===== src/rtl/disp_capture_ctrl.sv =====
// Display capture controller: grabs one decimated FFT frame plus one block of
// audio samples into the hidden half of a double-buffered display RAM, then
// flips the read bank on the next display vsync.
module disp_capture_ctrl #(
    parameter int FFT_POINT = 256,
    parameter int DECIM     = 128
) (
    input  logic        sys_clk,
    input  logic        rst,
    input  logic        cap_en,
    input  logic [31:0] fft_data,
    input  logic        fft_sop,
    input  logic        fft_eop,
    input  logic        fft_valid,
    input  logic [15:0] audio_data,
    input  logic        audio_en,
    input  logic        vs_in,
    output logic        ram_wr_en,
    output logic [9:0]  ram_wr_addr,
    output logic [31:0] ram_wr_data,
    output logic        rd_bank,
    output logic        frame_done,
    output logic        aud_ovf,
    output logic        busy
);

    localparam logic [15:0] DEC_LAST = 16'(DECIM - 1);
    localparam logic [7:0]  IDX_LAST = 8'(FFT_POINT - 1);

    typedef enum logic [1:0] {
        IDLE    = 2'd0,
        CAPTURE = 2'd1,
        WAIT_VS = 2'd2,
        SWAP    = 2'd3
    } state_t;

    state_t      state_q, state_d;
    logic [15:0] decCnt_q, decCnt_d;
    logic        fftActive_q, fftActive_d;
    logic        fftDone_q, fftDone_d;
    logic [7:0]  fftIdx_q, fftIdx_d;
    logic        audDone_q, audDone_d;
    logic [7:0]  audIdx_q, audIdx_d;
    logic        pendValid_q, pendValid_d;
    logic [15:0] pendData_q, pendData_d;
    logic [7:0]  pendIdx_q, pendIdx_d;
    logic        rdBank_q, rdBank_d;
    logic        audOvf_q, audOvf_d;
    logic        vsPrev_q, vsPrev_d;
    logic        wrEn_q, wrEn_d;
    logic [9:0]  wrAddr_q, wrAddr_d;
    logic [31:0] wrData_q, wrData_d;

    logic        inCapture;
    logic        sopHit;
    logic        fftStart;
    logic        fftWr;
    logic [7:0]  fftWrIdx;
    logic        audAccept;
    logic        vsRise;

    assign inCapture = (state_q == CAPTURE);
    assign sopHit    = fft_sop && (decCnt_q == DEC_LAST);
    assign fftStart  = inCapture && sopHit && !fftDone_q;
    assign fftWr     = inCapture && fft_valid && (fftStart || fftActive_q);
    assign fftWrIdx  = fftStart ? 8'd0 : fftIdx_q;
    assign audAccept = inCapture && audio_en && !audDone_q;
    assign vsRise    = vs_in && !vsPrev_q;

    // All state lives here; synchronous reset returns to an idle, empty controller.
    always_ff @(posedge sys_clk) begin
        if (rst) begin
            state_q     <= IDLE;
            decCnt_q    <= '0;
            fftActive_q <= 1'b0;
            fftDone_q   <= 1'b0;
            fftIdx_q    <= '0;
            audDone_q   <= 1'b0;
            audIdx_q    <= '0;
            pendValid_q <= 1'b0;
            pendData_q  <= '0;
            pendIdx_q   <= '0;
            rdBank_q    <= 1'b0;
            audOvf_q    <= 1'b0;
            vsPrev_q    <= 1'b0;
            wrEn_q      <= 1'b0;
            wrAddr_q    <= '0;
            wrData_q    <= '0;
        end else begin
            state_q     <= state_d;
            decCnt_q    <= decCnt_d;
            fftActive_q <= fftActive_d;
            fftDone_q   <= fftDone_d;
            fftIdx_q    <= fftIdx_d;
            audDone_q   <= audDone_d;
            audIdx_q    <= audIdx_d;
            pendValid_q <= pendValid_d;
            pendData_q  <= pendData_d;
            pendIdx_q   <= pendIdx_d;
            rdBank_q    <= rdBank_d;
            audOvf_q    <= audOvf_d;
            vsPrev_q    <= vsPrev_d;
            wrEn_q      <= wrEn_d;
            wrAddr_q    <= wrAddr_d;
            wrData_q    <= wrData_d;
        end
    end

    // Sequencing: capture until both halves are in, wait for vsync, flip banks for one cycle.
    always_comb begin
        state_d = state_q;
        case (state_q)
            IDLE: begin
                if (cap_en) state_d = CAPTURE;
            end
            CAPTURE: begin
                if (!cap_en) state_d = IDLE;
                else if (fftDone_q && audDone_q && !pendValid_q) state_d = WAIT_VS;
            end
            WAIT_VS: begin
                if (!cap_en) state_d = IDLE;
                else if (vsRise) state_d = SWAP;
            end
            SWAP: state_d = CAPTURE;
            default: state_d = IDLE;
        endcase
    end

    // Datapath: decimation, FFT/audio indexing, write-port arbitration with a one-deep audio buffer.
    always_comb begin
        decCnt_d    = decCnt_q;
        fftActive_d = fftActive_q;
        fftDone_d   = fftDone_q;
        fftIdx_d    = fftIdx_q;
        audDone_d   = audDone_q;
        audIdx_d    = audIdx_q;
        pendValid_d = pendValid_q;
        pendData_d  = pendData_q;
        pendIdx_d   = pendIdx_q;
        rdBank_d    = rdBank_q;
        audOvf_d    = audOvf_q;
        vsPrev_d    = vs_in;
        wrEn_d      = 1'b0;
        wrAddr_d    = wrAddr_q;
        wrData_d    = wrData_q;

        if (fft_sop) decCnt_d = sopHit ? 16'd0 : decCnt_q + 16'd1;

        case (state_q)
            CAPTURE: begin
                if (fftStart) begin
                    fftActive_d = 1'b1;
                    fftIdx_d    = 8'd0;
                end
                if (fftWr) begin
                    wrEn_d   = 1'b1;
                    wrAddr_d = {~rdBank_q, 1'b0, fftWrIdx};
                    wrData_d = fft_data;
                    if (fftWrIdx == IDX_LAST || fft_eop) begin
                        fftDone_d   = 1'b1;
                        fftActive_d = 1'b0;
                        fftIdx_d    = fftWrIdx;
                    end else begin
                        fftIdx_d = fftWrIdx + 8'd1;
                    end
                end else if (pendValid_q) begin
                    wrEn_d      = 1'b1;
                    wrAddr_d    = {~rdBank_q, 1'b1, pendIdx_q};
                    wrData_d    = {16'b0, pendData_q};
                    pendValid_d = 1'b0;
                end
                if (audAccept) begin
                    if (pendValid_q && fftWr) begin
                        audOvf_d = 1'b1;
                    end else begin
                        if (fftWr || pendValid_q) begin
                            pendValid_d = 1'b1;
                            pendData_d  = audio_data;
                            pendIdx_d   = audIdx_q;
                        end else begin
                            wrEn_d   = 1'b1;
                            wrAddr_d = {~rdBank_q, 1'b1, audIdx_q};
                            wrData_d = {16'b0, audio_data};
                        end
                        if (audIdx_q == IDX_LAST) audDone_d = 1'b1;
                        else audIdx_d = audIdx_q + 8'd1;
                    end
                end
            end
            SWAP: begin
                rdBank_d    = ~rdBank_q;
                fftActive_d = 1'b0;
                fftDone_d   = 1'b0;
                fftIdx_d    = 8'd0;
                audDone_d   = 1'b0;
                audIdx_d    = 8'd0;
                pendValid_d = 1'b0;
                audOvf_d    = 1'b0;
            end
            IDLE: begin
                fftActive_d = 1'b0;
                fftDone_d   = 1'b0;
                fftIdx_d    = 8'd0;
                audDone_d   = 1'b0;
                audIdx_d    = 8'd0;
                pendValid_d = 1'b0;
            end
            default: ;
        endcase
    end

    assign ram_wr_en   = wrEn_q;
    assign ram_wr_addr = wrAddr_q;
    assign ram_wr_data = wrData_q;
    assign rd_bank     = rdBank_q;
    assign aud_ovf     = audOvf_q;
    assign frame_done  = (state_q == SWAP);
    assign busy        = (state_q == CAPTURE) || (state_q == WAIT_VS);

endmodule


===== config.mk =====
export PLATFORM = sky130hd
export DESIGN_NAME = disp_capture_ctrl
export DESIGN_NICKNAME = d
export VERILOG_FILES = /design/src/rtl/disp_capture_ctrl.sv
export SDC_FILE = /design/constraint.sdc
export NUM_CORES = 1
export LEC_CHECK = 0
export ABC_CLOCK_PERIOD_IN_PS = 1900
export CAP_MARGIN = 15
export CELL_PAD_IN_SITES_DETAIL_PLACEMENT = 2
export CELL_PAD_IN_SITES_GLOBAL_PLACEMENT = 2
export CORE_AREA = 2 2 129 163
export CTS_BUF_LIST = sky130_fd_sc_hd__clkbuf_16
export CTS_CLUSTER_SIZE = 28
export DETAILED_ROUTE_END_ITERATION = 8
export DIE_AREA = 0 0 131 165
export PLACE_DENSITY_LB_ADDON = 0.1
export SETUP_SLACK_MARGIN = 0.15
export SKIP_CTS_REPAIR_TIMING = 1
export SYNTH_ARGS = -nofsm -noshare
export SYNTH_HDL_FRONTEND = slang
export SYNTH_SLANG_ARGS = --single-unit

===== constraint.sdc =====
create_clock -name sys_clk -period 1.9 [get_ports sys_clk]
set_input_delay 0.38 -clock sys_clk [delete_from_list [all_inputs] [get_ports sys_clk]]
set_output_delay 0.38 -clock sys_clk [all_outputs]
set_load 0.02 [all_outputs]

Word-level counts from Yosys, hierarchy flattened

Cells that the tools add are included.

Flip-flop bits (word level): 108
Input port bits: 56

Add/sub/neg operators: 3
Eq/ne operators: 16
Mux-type cells: 49
Bitwise gates (word level): 3
Reductions and logical operators: 30

Operators with widths:

| cell                                                                   | count |
|---|---|
| 32-bit 2-to-1 mux                                                      | 5 |
| 10-bit 2-to-1 mux                                                      | 5 |
| 8-bit 2-to-1 mux                                                       | 6 |
| 8-bit one-hot mux with 2 select lines                                  | 2 |
| 1-bit 2-to-1 mux                                                       | 19 |
| 16-bit by 1-bit adder with 16-bit output, second input constant        | 1 |
| 8-bit by 1-bit adder with 8-bit output, second input constant          | 2 |
| 16-bit by 7-bit equality test with 1-bit output, second input constant | 1 |
| 8-bit equality test, second input constant                             | 2 |
| 16-bit 2-to-1 mux                                                      | 1 |
| 4-bit AND reduction                                                    | 3 |
| 1-bit logical AND                                                      | 11 |
| 2-bit 2-to-1 mux                                                       | 5 |
| 2-bit by 1-bit != test with 1-bit output, second input constant        | 5 |
| 1-bit one-hot mux with 2 select lines                                  | 5 |
| 3-bit AND reduction                                                    | 3 |
| 2-bit one-hot mux with 4 select lines                                  | 1 |
| 2-bit != test, second input constant                                   | 3 |
| 2-bit equality test, second input constant                             | 2 |
| 1-bit logical NOT                                                      | 4 |
| 1-bit logical OR                                                       | 4 |
| 2-bit nonzero test                                                     | 2 |
| 2-bit OR reduction                                                     | 2 |
| 3-bit by 2-bit != test with 1-bit output, second input constant        | 1 |
| other kinds (4)                                                        | 6 |

Longest topological paths before layout

Word-level depth: 11
Depth in mapped cells: 9
Gate-level depth less buffers: 7

Least setup slack after synthesis

No wires, ideal clock.

Path kind: reg2reg
Start point: register state_q[0]
End point: register fftIdx_q[5]
Library setup time: 62 ps
Arrival time: 2058 ps
Required time: 1838 ps
Path slack: -221 ps
Cell stages (with the launch flop): 10
Buffers on the path: 2
Cell sequence: dfxtp_1 inv_1 ha_1 clkbuf_1 nor2b_1 nand2_1 a21oi_1 buf_2 o311ai_0 nand3_1

Longest elaborated chain between the ends: 9

RTL lines:

| what                                                                                           | line | RTL |
|---|---|---|
| from (decl)                                                                                    | 37   | `state_t state_q, state_d;` |
| from (signal assigned)                                                                         | 90   | `state_q <= state_d;` |
| parallel branches: the longest is 9 deep, another holds 8-bit by 1-bit adder with 8-bit output | -    |  |
| to (signal assigned)                                                                           | 94   | `fftIdx_q <= fftIdx_d;` |
| to (decl)                                                                                      | 41   | `logic [7:0] fftIdx_q, fftIdx_d;` |

Parallel ways; which one is timed is not known.
A chain may end at the register's enable or synchronous reset.

Final worst setup path

Start point: register decCnt_q[14]
End point: register fftIdx_q[1]

Longest elaborated chain between the ends: 10

RTL lines:

| what                                                                                           | line | RTL |
|---|---|---|
| from (decl)                                                                                    | 38   | `logic [15:0] decCnt_q, decCnt_d;` |
| from (signal assigned)                                                                         | 91   | `decCnt_q <= decCnt_d;` |
| 16-bit by 7-bit equality test with 1-bit output *                                              | 63   | `assign sopHit = fft_sop && (decCnt_q == DEC_LAST);` |
| 1-bit logical AND *                                                                            | 63   |  |
| 1-bit logical AND * (2 in a row)                                                               | 64   | `assign fftStart = inCapture && sopHit && !fftDone_q;` |
| parallel branches: the longest is 4 deep, another holds 8-bit by 1-bit adder with 8-bit output | -    |  |
| 8-bit 2-to-1 mux *                                                                             | 155  | `if (fftWr) begin` |
| 8-bit one-hot mux with 2 select lines *                                                        | 149  | `case (state_q)` |

Mark *: on every way between the ends.

==> impl_metrics.yaml <==
route:
  vias: 5946
  avgRoutedWirePerCell_um: 21.2
  dr.first_iter.drc_count: 252
  routed_wl_um: 23700
  dr.pass1.iters: 4
  drt.antenna.violating_nets: 0
  drc: 0
  vias_per_cell: 5.30
place:
  dpl_cell_area_um2: 7450
  place_congestion: 0.826
  port-buffer-count: 102
  place_hpwl_um: 15500
worst_setup_path:
  reg2reg_from: "decCnt_q[14]"
  required_ns: 2.11
  reg2reg_slack_ns: -0.08
  path_cells: "nor4_4 -> and4b_4 -> a21oi_4 -> buf_6 -> o311ai_2 -> nand3_1"
  crit_slowest_cell: "and4b_4"
  cp-end-kind: "register"
  critPathBufInv: 1
  startpoint: "decCnt_q[14]"
  criticalPathCategory: "reg2reg"
  critPathMaxFanout: 8
  worstSetupStartpointType: "register"
  cp_top_family: "simple AND/OR/NAND/NOR gates"
  cp.arrival_ns: 2.19
  cp_slowest_stage_delay_ns: 0.40
die:
  chipHeight_um: 165
  die_area_um2: 21600
  start_util: 0.278
  core_area_um2: 20000
  die_w_um: 131
  pin_count: 103
  rows: 58
clock_network:
  cts_num_sinks: 108
  cts_root_buf: "clkbuf_16"
  cts_buffers: 9
  h-tree-depth: 3
  cts_tree: "yes"
  path_clk_slew_ns: 0.08
  clk_latency_ns: 0.36
  clockBufferDepth: 2
timing:
  fin_skew_ns: 0.00784
  min_period_over_period: 1.04
  post-route-min-period_ns: 1.98
  slew_headroom: 0.657
  finalSetupViolations: 36
  tightest_slew_ns: 0.515
  fin_setup_tns_ns: -1.51
  fmax_mhz: 505
  rsz0062_at_grt: "yes"
  slew_violations: 0
  hold_viol_final: 0
  timing.hold.ws_ns: 0.413
  setup_ws_ns: -0.0791
power:
  total_power_w: 0.00589
  ir_drop_mv: 0.415
  leakage_nw: 3.44
  power_density_nw_per_um2: 673
yosys:
  synth.avg_cell_area_um2: 8.38
  yosysMostFrequentCell: "dfxtp_1"
  synth_largest_area_cell: "dfxtp_1"
  seq_area_frac_synth: 0.390
  synthDistinctLibCells: 77
  synth_top_area_frac: 0.390
  synthCells: 662
  yosys_warnings: 0
  synth_edf_count: 0
  async_reset_ff_frac: 0
  synth_flop_cell: "dfxtp_1"
  synth-seq-cells: 108
  yosys-top-cells-count: "dfxtp_1, nand2_1, nor2_1, nand3_1, a21oi_1"
  syn-cell-area_um2: 5550
  synth_area_leaders: "dfxtp_1, nand2_1, mux2i_1, nand3_1, nor2_1"
  syn-num-nets: 725
grt:
  grt_usage: 0.202
  grt_max_degree: 50
  grt_overflow_total: 0
  grt_pass1_vias: 6243
  antenna_found_initial: 0
  grt_pass1_wl_um: 34100
layout:
  syn2layout_area_growth_pct: 57.8
  final_util: 0.439
  fillers: 2144
  nets: 910
  stdcell_area_um2: 8750
  drive_gt1_frac: 0.288
  diodes: 0
job:
  cap_violations: 0
worst_hold_path:
  hold_class: "in2reg"
  min_from: "rst"
outcome:
  status: "finished, violations left"
  violations: "negative setup slack"
[worst reg2reg max path, cell delays in order (launching register included)]
cell and delay [ns]:
dfxtp_4 0.37, nor4_4 0.28, and4b_4 0.40, a21oi_4 0.14, buf_6 0.16, o311ai_2 0.32
nand3_1 0.17
[placed cells by master, fill, tap and decap left out, drive strengths merged, types with 3 or more instances in the layout]
master	synthesis	routed
buf	22	112
nand3	46	46
a22o	16	16
clkdlybuf4s50	0	71
xnor2	5	5
a31oi	3	3
a211oi	7	7
a21oi	41	43
nor2	58	58
a41oi	5	5
xor2	10	10
nor3	5	5
nand2b	3	3
a311oi	25	25
and4	4	4
nor4	6	6
o311ai	3	3
dfxtp	108	108
inv	18	19
mux2i	27	27
o32ai	5	5
clkbuf	24	16
dlymetal6s2s	0	28
ha	7	7
nand2	90	90
or4	3	3
o21ai	60	60
and3	7	7
nand4	12	12
o211ai	7	7
o31ai	3	3
[metal layers]
layer,track usage,part of all wire,vias to the layer above
li1,-,-,2806
met1,0.226,0.40,3031
met2,0.385,0.56,82
met3,0.0292,0.022,27
met4,0.0682,0.020,0
met5,0,0,-
[sequential cells by signal (all words and copies together) (netlist names)]
register     cells
pendValid_q      1
pendIdx_q        8
vsPrev_q         1
rd_bank          1
state_q          2
ram_wr_data     32
fftActive_q      1
fftIdx_q         8
fftDone_q        1
audDone_q        1
audIdx_q         8
pendData_q      16
aud_ovf          1
ram_wr_en        1
ram_wr_addr     10
decCnt_q        16
[per-stage QoR]
stage,worst slack [ns],cells
floorplan,0.0355,662
global placement,-0.382,1070
detailed placement,-0.476,1070
CTS,-0.295,1086
global route,-0.163,1122
finish,-0.0791,1122
[kinds of logic after synthesis]
| logic type | Yosys count | share of synthesized area |
|---|---|---|
| multiplexers | 27 | 0.0487 |
| buffers and inverters | 64 | 0.0582 |
| AO/OA/AOI/OAI | 191 | 0.243 |
| adder cells (fa/ha/maj) | 7 | 0.0158 |
| XOR/XNOR | 15 | 0.0237 |
| flip-flops | 108 | 0.390 |
| AND/OR/NAND/NOR | 250 | 0.220 |
[cell type report]
class                      count  area, um2  share of cell area
multi-input combinational    492       3550               0.406
timing repair buffer         218       2280               0.261
sequential                   108       2190               0.250
tap                          270        338              0.0386
clock buffer                   9        225              0.0257
clock inverter                 7       97.6              0.0112
inverter                      18       71.3             0.00815
[path summary, 6_finish.rpt]
check | endpoint | cells past startpoint
setup reg to reg | fftIdx_q[1] | 6
setup / recovery | fftIdx_q[1] | 6
hold / removal | audDone_q | 2
hold reg to reg | pendData_q[9] | 2
[power breakdown]
| group | internal (W) | switching (W) | leakage [nW] |
|---|---|---|---|
| sequential | 0.00235 | 0.0000852 | 0.882 |
| combinational | 0.000637 | 0.000703 | 2.40 |
| clock | 0.00117 | 0.000946 | 0.158 |
| total | 0.00416 | 0.00173 | 3.44 |
No activity file was read; power rests on OpenSTA's default activity.
